[config.mk]
export PLATFORM = sky130hd
export DESIGN_NAME = mac_seq_flat
export DESIGN_NICKNAME = d
export VERILOG_FILES = /design/src/rtl/mac_seq_if.sv /design/src/rtl/mac_seq.sv /design/src/flat_wrapper.sv
export SDC_FILE = /design/constraint.sdc
export NUM_CORES = 1
export LEC_CHECK = 0
export ABC_AREA = 1
export ABC_CLOCK_PERIOD_IN_PS = 2500
export CORE_UTILIZATION = 40
export CTS_CLUSTER_DIAMETER = 200
export DETAILED_ROUTE_END_ITERATION = 10
export HOLD_SLACK_MARGIN = 0.03
export PLACE_DENSITY_LB_ADDON = 0.05
export SLEW_MARGIN = 0
export SYNTH_ARGS = -nofsm -noshare
export SYNTH_HDL_FRONTEND = slang
export SYNTH_SLANG_ARGS = --single-unit
[constraint.sdc]
create_clock -name clk -period 2.5 [get_ports clk]
set_input_delay 0.5 -clock clk [delete_from_list [all_inputs] [get_ports clk]]
set_output_delay 0.5 -clock clk [all_outputs]
set_load 0.02 [all_outputs]
[src/rtl/mac_seq_if.sv]
// Bundle of the command, pair-stream, external-mac and result signals of mac_seq.
// The master side is the feeder/collector pair; the slave side is mac_seq itself.
interface mac_seq_if #(
  parameter int OUT_W = 16
) ();
  logic             start;
  logic [7:0]       len;
  logic [7:0]       bias;
  logic             in_valid;
  logic             in_ready;
  logic [7:0]       in_data;
  logic [7:0]       w_data;
  logic [7:0]       mac_in;
  logic [7:0]       mac_w;
  logic [7:0]       mac_b;
  logic [15:0]      mac_out;
  logic [OUT_W-1:0] result;
  logic             result_valid;
  logic             result_ready;
  logic             busy;

  modport master (
    output start, len, bias, in_valid, in_data, w_data, mac_out, result_ready,
    input  in_ready, mac_in, mac_w, mac_b, result, result_valid, busy
  );

  modport slave (
    input  start, len, bias, in_valid, in_data, w_data, mac_out, result_ready,
    output in_ready, mac_in, mac_w, mac_b, result, result_valid, busy
  );
endinterface

[src/rtl/mac_seq.sv]
// Time-multiplexes one external 8-bit mac over N pairs: result = bias + sum(in*w).
// Define MAC_SEQ_SAT_EN to saturate the result at all ones instead of truncating.
module mac_seq #(
  parameter int ACC_W = 24,
  parameter int OUT_W = 16
) (
  input  logic     clk,
  input  logic     rst_n,
  mac_seq_if.slave bus
);
  typedef enum logic [1:0] {IDLE, RUN, DONE} state_t;

  state_t           state_q, state_d;
  logic [ACC_W-1:0] acc_q, acc_d;
  logic [7:0]       cnt_q, cnt_d;
  logic [7:0]       len_q, len_d;
  logic [7:0]       bias_q, bias_d;
  logic [OUT_W-1:0] result_q, result_d;
  logic             in_ready_q, in_ready_d;
  logic             result_valid_q, result_valid_d;
  logic             busy_q, busy_d;
  logic             beat;

  assign beat = in_ready_q & bus.in_valid;

  // The mac sees live pair data only in RUN; bias rides on the first beat only.
  assign bus.mac_in = (state_q == RUN) ? bus.in_data : '0;
  assign bus.mac_w  = (state_q == RUN) ? bus.w_data  : '0;
  assign bus.mac_b  = (state_q == RUN && cnt_q == len_q) ? bias_q : '0;

  assign bus.in_ready     = in_ready_q;
  assign bus.result_valid = result_valid_q;
  assign bus.result       = result_q;
  assign bus.busy         = busy_q;

  always_comb begin
    state_d  = state_q;
    acc_d    = acc_q;
    cnt_d    = cnt_q;
    len_d    = len_q;
    bias_d   = bias_q;
    result_d = result_q;
    case (state_q)
      IDLE: begin
        if (bus.start) begin
          len_d  = bus.len;
          bias_d = bus.bias;
          cnt_d  = bus.len;
          if (bus.len == 8'd0) begin
            acc_d   = ACC_W'(bus.bias);
            state_d = DONE;
          end else begin
            acc_d   = '0;
            state_d = RUN;
          end
        end
      end
      RUN: begin
        if (beat) begin
          acc_d = acc_q + ACC_W'(bus.mac_out);
          cnt_d = cnt_q - 8'd1;
          if (cnt_q == 8'd1) state_d = DONE;
        end
      end
      DONE: begin
        if (bus.result_ready) state_d = IDLE;
      end
      default: state_d = IDLE;
    endcase

    // Result is captured once on entry to DONE so it stays stable while held.
    if (state_d == DONE && state_q != DONE) begin
`ifdef MAC_SEQ_SAT_EN
      result_d = (|acc_d[ACC_W-1:OUT_W]) ? '1 : acc_d[OUT_W-1:0];
`else
      result_d = acc_d[OUT_W-1:0];
`endif
    end

    in_ready_d     = (state_d == RUN);
    result_valid_d = (state_d == DONE);
    busy_d         = (state_d != IDLE);
  end

  always_ff @(posedge clk or negedge rst_n) begin
    if (!rst_n) begin
      state_q        <= IDLE;
      acc_q          <= '0;
      cnt_q          <= '0;
      len_q          <= '0;
      bias_q         <= '0;
      result_q       <= '0;
      in_ready_q     <= 1'b0;
      result_valid_q <= 1'b0;
      busy_q         <= 1'b0;
    end else begin
      state_q        <= state_d;
      acc_q          <= acc_d;
      cnt_q          <= cnt_d;
      len_q          <= len_d;
      bias_q         <= bias_d;
      result_q       <= result_d;
      in_ready_q     <= in_ready_d;
      result_valid_q <= result_valid_d;
      busy_q         <= busy_d;
    end
  end
endmodule
[src/flat_wrapper.sv]
// flat-port wrapper written by rule: the top's interface ports become plain ports
module mac_seq_flat 
#(
  parameter int ACC_W = 24,
  parameter int OUT_W = 16
)
  (clk, rst_n, bus_start, bus_len, bus_bias, bus_in_valid, bus_in_data, bus_w_data, bus_mac_out, bus_result_ready, bus_in_ready, bus_mac_in, bus_mac_w, bus_mac_b, bus_result, bus_result_valid, bus_busy);
  mac_seq_if #(.OUT_W(OUT_W)) bus_i ();
  input  logic clk;
  input  logic rst_n;
  input wire logic [$bits(bus_i.start)-1:0] bus_start;
  input wire logic [$bits(bus_i.len)-1:0] bus_len;
  input wire logic [$bits(bus_i.bias)-1:0] bus_bias;
  input wire logic [$bits(bus_i.in_valid)-1:0] bus_in_valid;
  input wire logic [$bits(bus_i.in_data)-1:0] bus_in_data;
  input wire logic [$bits(bus_i.w_data)-1:0] bus_w_data;
  input wire logic [$bits(bus_i.mac_out)-1:0] bus_mac_out;
  input wire logic [$bits(bus_i.result_ready)-1:0] bus_result_ready;
  output wire logic [$bits(bus_i.in_ready)-1:0] bus_in_ready;
  output wire logic [$bits(bus_i.mac_in)-1:0] bus_mac_in;
  output wire logic [$bits(bus_i.mac_w)-1:0] bus_mac_w;
  output wire logic [$bits(bus_i.mac_b)-1:0] bus_mac_b;
  output wire logic [$bits(bus_i.result)-1:0] bus_result;
  output wire logic [$bits(bus_i.result_valid)-1:0] bus_result_valid;
  output wire logic [$bits(bus_i.busy)-1:0] bus_busy;
  assign bus_i.start = bus_start;
  assign bus_i.len = bus_len;
  assign bus_i.bias = bus_bias;
  assign bus_i.in_valid = bus_in_valid;
  assign bus_i.in_data = bus_in_data;
  assign bus_i.w_data = bus_w_data;
  assign bus_i.mac_out = bus_mac_out;
  assign bus_i.result_ready = bus_result_ready;
  assign bus_in_ready = bus_i.in_ready;
  assign bus_mac_in = bus_i.mac_in;
  assign bus_mac_w = bus_i.mac_w;
  assign bus_mac_b = bus_i.mac_b;
  assign bus_result = bus_i.result;
  assign bus_result_valid = bus_i.result_valid;
  assign bus_busy = bus_i.busy;
  mac_seq #(.ACC_W(ACC_W), .OUT_W(OUT_W)) u_core (.clk(clk), .rst_n(rst_n), .bus(bus_i));
endmodule
==> results of run 1 <==
## cell families after synthesis
kind of cell / after synthesis / share of synthesized area
simple gates: 300 / 0.313
mux: 1 / 0.00251
fa+ha+maj: 18 / 0.0584
buf+inv: 116 / 0.120
compound gates: 75 / 0.107
flops: 61 / 0.383
xor+xnor: 7 / 0.0154
## layout make-up
| class | count | area, sq um |
|---|---|---|
| well taps | 133 | 166 |
| clock inverters | 4 | 95.1 |
| inverters | 104 | 398 |
| repair buffers | 111 | 1070 |
| clock buffers | 12 | 145 |
| fillers | 995 | 4330 |
| multi-input cells | 401 | 1990 |
| flip-flops and latches | 61 | 1530 |
## registers in the layout (all words and copies together) (netlist names)
| name | flops |
|---|---|
| u_core.len_q | 8 |
| u_core.cnt_q | 8 |
| u_core.bus.result_valid | 1 |
| u_core.bus.busy | 1 |
| u_core.bias_q | 8 |
| u_core.bus.result | 16 |
| u_core.bus.in_ready | 1 |
| u_core.acc_q | 16 |
| u_core.state_q | 2 |
## worst paths after layout
path                                       from                    end  slack [ps]
hold reg to reg            u_core.bus.result[9]   u_core.bus.result[9]         480
hold / removal                            rst_n       u_core.acc_q[10]         180
setup reg to reg                u_core.acc_q[0]  u_core.bus.result[14]         510
max in group asynchronous                 rst_n       u_core.bias_q[7]        1700
setup / recovery              u_core.state_q[1]          bus_mac_in[5]          70
min in group clk           u_core.bus.result[9]   u_core.bus.result[9]         480
## stage by stage
stage	setup WS (ps)	util	hold WS, ps
floorplan	478	-	204
global placement	-17.6	0.529	462
detailed placement	-44.3	0.529	464
CTS	58.9	0.555	192
global route	-15.5	0.555	218
finish	74.1	0.555	182
## cell usage after synthesis (all sizes together) (4+ instances only)
cell type,count
a21oi,18
nand3,28
o211ai,4
clkbuf,5
nor3,4
inv,102
ha,17
xnor2,6
nand4,7
nand2,197
dfrtp,61
nor2,58
o21ai,42
buf,7
## what timing repair did
action	CTS	global route
hold buffers	0	0
cloned	0	0
setup endpoints to repair	8	17
resized for setup	25	16
endpoints found under the hold margin	0	0
## layer usage
layer	track usage	up-vias	share of wire
met4	0.0659	0	0.010
met5	0	-	0
met1	0.309	1767	0.49
met2	0.348	82	0.46
met3	0.0328	9	0.040
li1	-	2015	-
## where the power goes
group	internal (mW)	switching (mW)	total, mW	leakage (nW)
Combinational	1.05	1.53	2.58	2.11
Sequential	1.34	0.239	1.58	0.792
Clock	0.690	0.398	1.09	0.121
Total	3.08	2.17	5.24	3.02
==> flow_summary.ini, run 1 <==
[run_status]
status = finished clean

[synthesis]
syn-num-nets = 649
synth_area_per_cell_sq_um = 6.90
synth_top_area_frac = 0.383
synth-seq-area-share = 0.383
yosysWarnings = 0
ys_ff_latch = 61
synthTopCellsByArea = dfrtp_1 38%, nand2_1 18%, inv_1 9.0%
synth.distinct_cells = 41
synthCells = 578
yosysTopAreaCell = dfrtp_1
ys.flop_type = dfrtp_1
synth_edf_count = 0
netlist_area_sq_um = 3990
synthArstFlopShare = 1.00

[floorplanning]
die_y_um = 102
rows = 36
die_w_um = 102
fp.coreArea_sq_um = 9730
num_io_pins = 96
initial_utilization = 0.410
die_area_sq_um = 10400

[place]
place_hpwl_mm = 8.14
place_congestion = 0.894
dpl.cell_count = 810
place_area_sq_um = 5150
portBuffers = 95

[setup_path]
critical_path.cell_chain = inv_2 > nand2_4 > buf_4 > nor2_1 > clkdlybuf4s50_1
required_ps = 2000
worst-setup-path-type = flop to output pin
worst-path-buf-inv = 3
rr_worst_depth = 14
cp_max_fo = 35
critPathMaxStageDelay_ps = 610
end_kind = output pin
cp_slowest_cell = clkdlybuf4s50_1
crit_arrival_ps = 1930
cp_num_cells = 5
cp_top_family = buffers and inverters
start_kind = flop

[pwr]
total_leakage_power_nw = 3.02
p_total_mw = 5.24
cellPowerDensity_nw_per_um2 = 972
vdd_drop_max_mv = 0.371

[clock_network]
cts_sinks = 61
cts_tree = built
numCtsBuffers = 9
cts_setup_buffers = 0
cts-root-buf = clkbuf_8
clkTransAtPathRegs_ps = 80
htreeDepth = 3
clk_latency_ps = 340
clk_path_buf_depth = 2

[grt]
antenna_found_initial = 0
grt.overflow.total = 0
grt_pass1_wl_mm = 17.5
track_usage = 0.219
grt_pass1_vias = 3514
grt_max_degree = 36

[drt]
drt_iter0_markers = 192
wl_mm = 10.8
first_pass_iters = 4
via_count = 3873
drc = 0
route.detailed.vias_per_inst = 4.69
wl_per_cell_um = 13.0
ant_nets = 0

[layout]
antenna_cells = 0
final_cells = 826
nNetsFinal = 759
most-common-layout-cells = 193 x nand2_1, 96 x inv_1, 77 x clkdlybuf4s50_1, 61 x dfrtp_1, 55 x nor2_1
fin_area_sq_um = 5400
final_common_cell = nand2_1
synthToLayoutAreaGrowth_pct = 35.3
drive_above_1_share = 0.0866

[worst_hold_path]
holdCritPathClass = input port to async pin

[sta]
worst_pin_slew_ps = 650
slew_headroom = 0.565
hold_violations = 0
period_share = 0.970
max_freq_mhz = 412
slew_viol_final = 0
finalSetupTns_ps = 0
setup_viol = 0
period_minus_slack_ps = 2430
skew_ps = 13.1

[flow_run]
maxCapViolations = 0
Note: power is estimated with default switching activity, not from simulation.
==> inputs of run 2 (changes only) <==
--- a/constraint.sdc
+++ b/constraint.sdc
@@ -3,2 +3,2 @@
 set_output_delay 0.5 -clock clk [all_outputs]
-set_load 0.02 [all_outputs]
+set_load 0.05 [all_outputs]
==> run 2 against run 1 <==
Compared with the run above: sequential power is essentially flat; clock-buffer cell count shrank 3; flip-flop and latch count is the same; critical path depth grew 2; hold slack lost 13 ps; via count grew 1.1%; utilization grew 1.6 points; wire length grew 1.8%; combinational power grew 18%; setup slack gained 79 ps; clock skew shrank 5.2 ps; cell count shrank 0.73%; highest routed layer unchanged.
==> flow_summary.ini, run 2 (synthesized netlist as in run 1, its figures left out) <==
[setup_path]
critPathMaxStageDelay_ps = 390
cp_slowest_cell = dfrtp_1
crit_arrival_ps = 1850
worst-path-buf-inv = 2
cp_top_family = simple AND/OR/NAND/NOR gates
start_kind = flop
worst-setup-path-type = flop to output pin
end_kind = output pin
required_ps = 2000
critical_path.cell_chain = inv_2 > nor2_1 > a221oi_1 > nand4_1 > or2_4 > nor2_2 > buf_12
cp_max_fo = 8

[pwr]
p_comb_frac = 0.554
cellPowerDensity_nw_per_um2 = 989
total_leakage_power_nw = 2.94
pwr-share-seq = 0.293
power_frac_clock = 0.153
power_switching_share = 0.462
vdd_drop_max_mv = 0.423
p_total_mw = 5.49
power_switching_mw = 2.54
p_int_mw = 2.95

[run_status]
status = finished clean

[sta]
worst_pin_slew_ps = 661
setup_viol = 0
skew_ps = 7.90
slew_viol_final = 0
period_minus_slack_ps = 2350
finalSetupTns_ps = 0
fin_hold_ws_ps = 169
hold_violations = 0
period_share = 0.939
max_freq_mhz = 426
slew_headroom = 0.558
rsz0062_at_grt = false
setup_slack_ps = 154

[grt]
grt.overflow.total = 0
track_usage = 0.224
antenna_found_initial = 0
grt_pass1_wl_mm = 17.8
grt_pass1_vias = 3699
grt_max_degree = 38

[drt]
via_count = 3916
wl_met2_mm = 4.98
route.detailed.vias_per_inst = 4.78
first_pass_iters = 5
wl_mm = 11.0
ant_nets = 0
drc = 0
dr.max_layer_used = met4
drt_iter0_markers = 162
wl_per_cell_um = 13.4
wl_met1_mm = 5.36
met3_length_um = 414

[place]
pre_cts_ws_ps = -66.9
place_area_sq_um = 5350
place_congestion = 0.926
place_hpwl_mm = 8.36
portBuffers = 95
dpl.cell_count = 805

[clock_network]
cts_resized = 9
postCtsHoldBufs = 0
cts_setup_buffers = 0
cts_sinks = 61
htreeDepth = 3
cts_tree = built
numCtsBuffers = 9
clk_latency_ps = 340
clk_path_buf_depth = 2
cts-root-buf = clkbuf_8
clkTransAtPathRegs_ps = 70

[floorplanning]
rows = 36
fp.coreArea_sq_um = 9730
initial_utilization = 0.410
num_io_pins = 96
die_y_um = 102
die_w_um = 102
die_area_sq_um = 10400

[layout]
synthToLayoutAreaGrowth_pct = 39.3
final_common_cell = nand2_1
fill_cells = 957
final_cells = 820
nNetsFinal = 754
post-route-util = 0.571
fin_area_sq_um = 5560
antenna_cells = 0
most-common-layout-cells = 193 x nand2_1, 95 x inv_1, 70 x clkdlybuf4s50_1, 61 x dfrtp_1, 47 x nor2_1
drive_above_1_share = 0.116

[worst_hold_path]
holdCritPathClass = input port to async pin

[flow_run]
maxCapViolations = 0
[run 2: changes by cell type in the layout (fill, tap and decap cells not counted), moves of 4 or more]
cell             change
nor2_2               +8
clkinv_2             +4
clkdlybuf4s50_1      -7
buf_4                -5
buf_12              +24
dlymetal6s2s_1       -9
buf_2                -6
nor2_1               -8
[run 2: final cells by class]
cell class	count	area, sq um	area share
Multi-Input combinational cell	401	2000	0.361
Sequential cell	61	1530	0.275
Timing Repair Buffer	106	1280	0.231
Inverter	104	398	0.0716
Tap cell	133	166	0.0300
Clock buffer	9	124	0.0223
Clock inverter	6	55.1	0.00991
[run 2: worst register-to-register path, cell delays in order, from the launching register on]
cell     delay, ps
dfrtp_1        490
nand2_4        130
buf_4          380
nor2_2         130
nand2_1        160
nand3_4        100
o21ai_4        260
inv_6          180
nand2_1        130
nand2_1         60
[run 2: metal layers]
metal,track usage,vias up
met5,0,-
met4,0.0912,0
met3,0.0417,17
met2,0.344,87
met1,0.311,1815
li1,-,1997
[run 2: path summary, 6_finish.rpt]
kind                                             from               endpoint  slack (ps)  cells past startpoint
min in group clk                u_core.bus.result[15]  u_core.bus.result[15]         480                      2
worst max-delay path                  u_core.cnt_q[1]           bus_mac_b[7]         150                      7
max in group asynchronous                       rst_n       u_core.bias_q[5]        1720                      2
worst min-delay path                            rst_n  u_core.bus.result[11]         170                      1
worst max register to register      u_core.state_q[0]  u_core.bus.result[13]         400                      9
worst min register to register  u_core.bus.result[15]  u_core.bus.result[15]         480                      2
[run 2: power groups by stage]
| stage | Clock [mW] | Combinational (mW) | Sequential [mW] |
|---|---|---|---|
| 3_5_place_dp | 0 | 3.01 | 1.63 |
| 2_1_floorplan | 0 | 1.81 | 1.76 |
| 4_1_cts | 0.863 | 3.04 | 1.61 |
| 6_report | 0.840 | 3.04 | 1.61 |
| 5_1_grt | 0.924 | 3.34 | 1.66 |
| 3_3_place_gp | 0 | 2.97 | 1.62 |
==> inputs of run 3 (changes only) <==
Settings changed: CTS_CLUSTER_DIAMETER 200 to default.
==> results of run 3 <==
No change in the layout: final DEF, timing and power equal those of run 2.
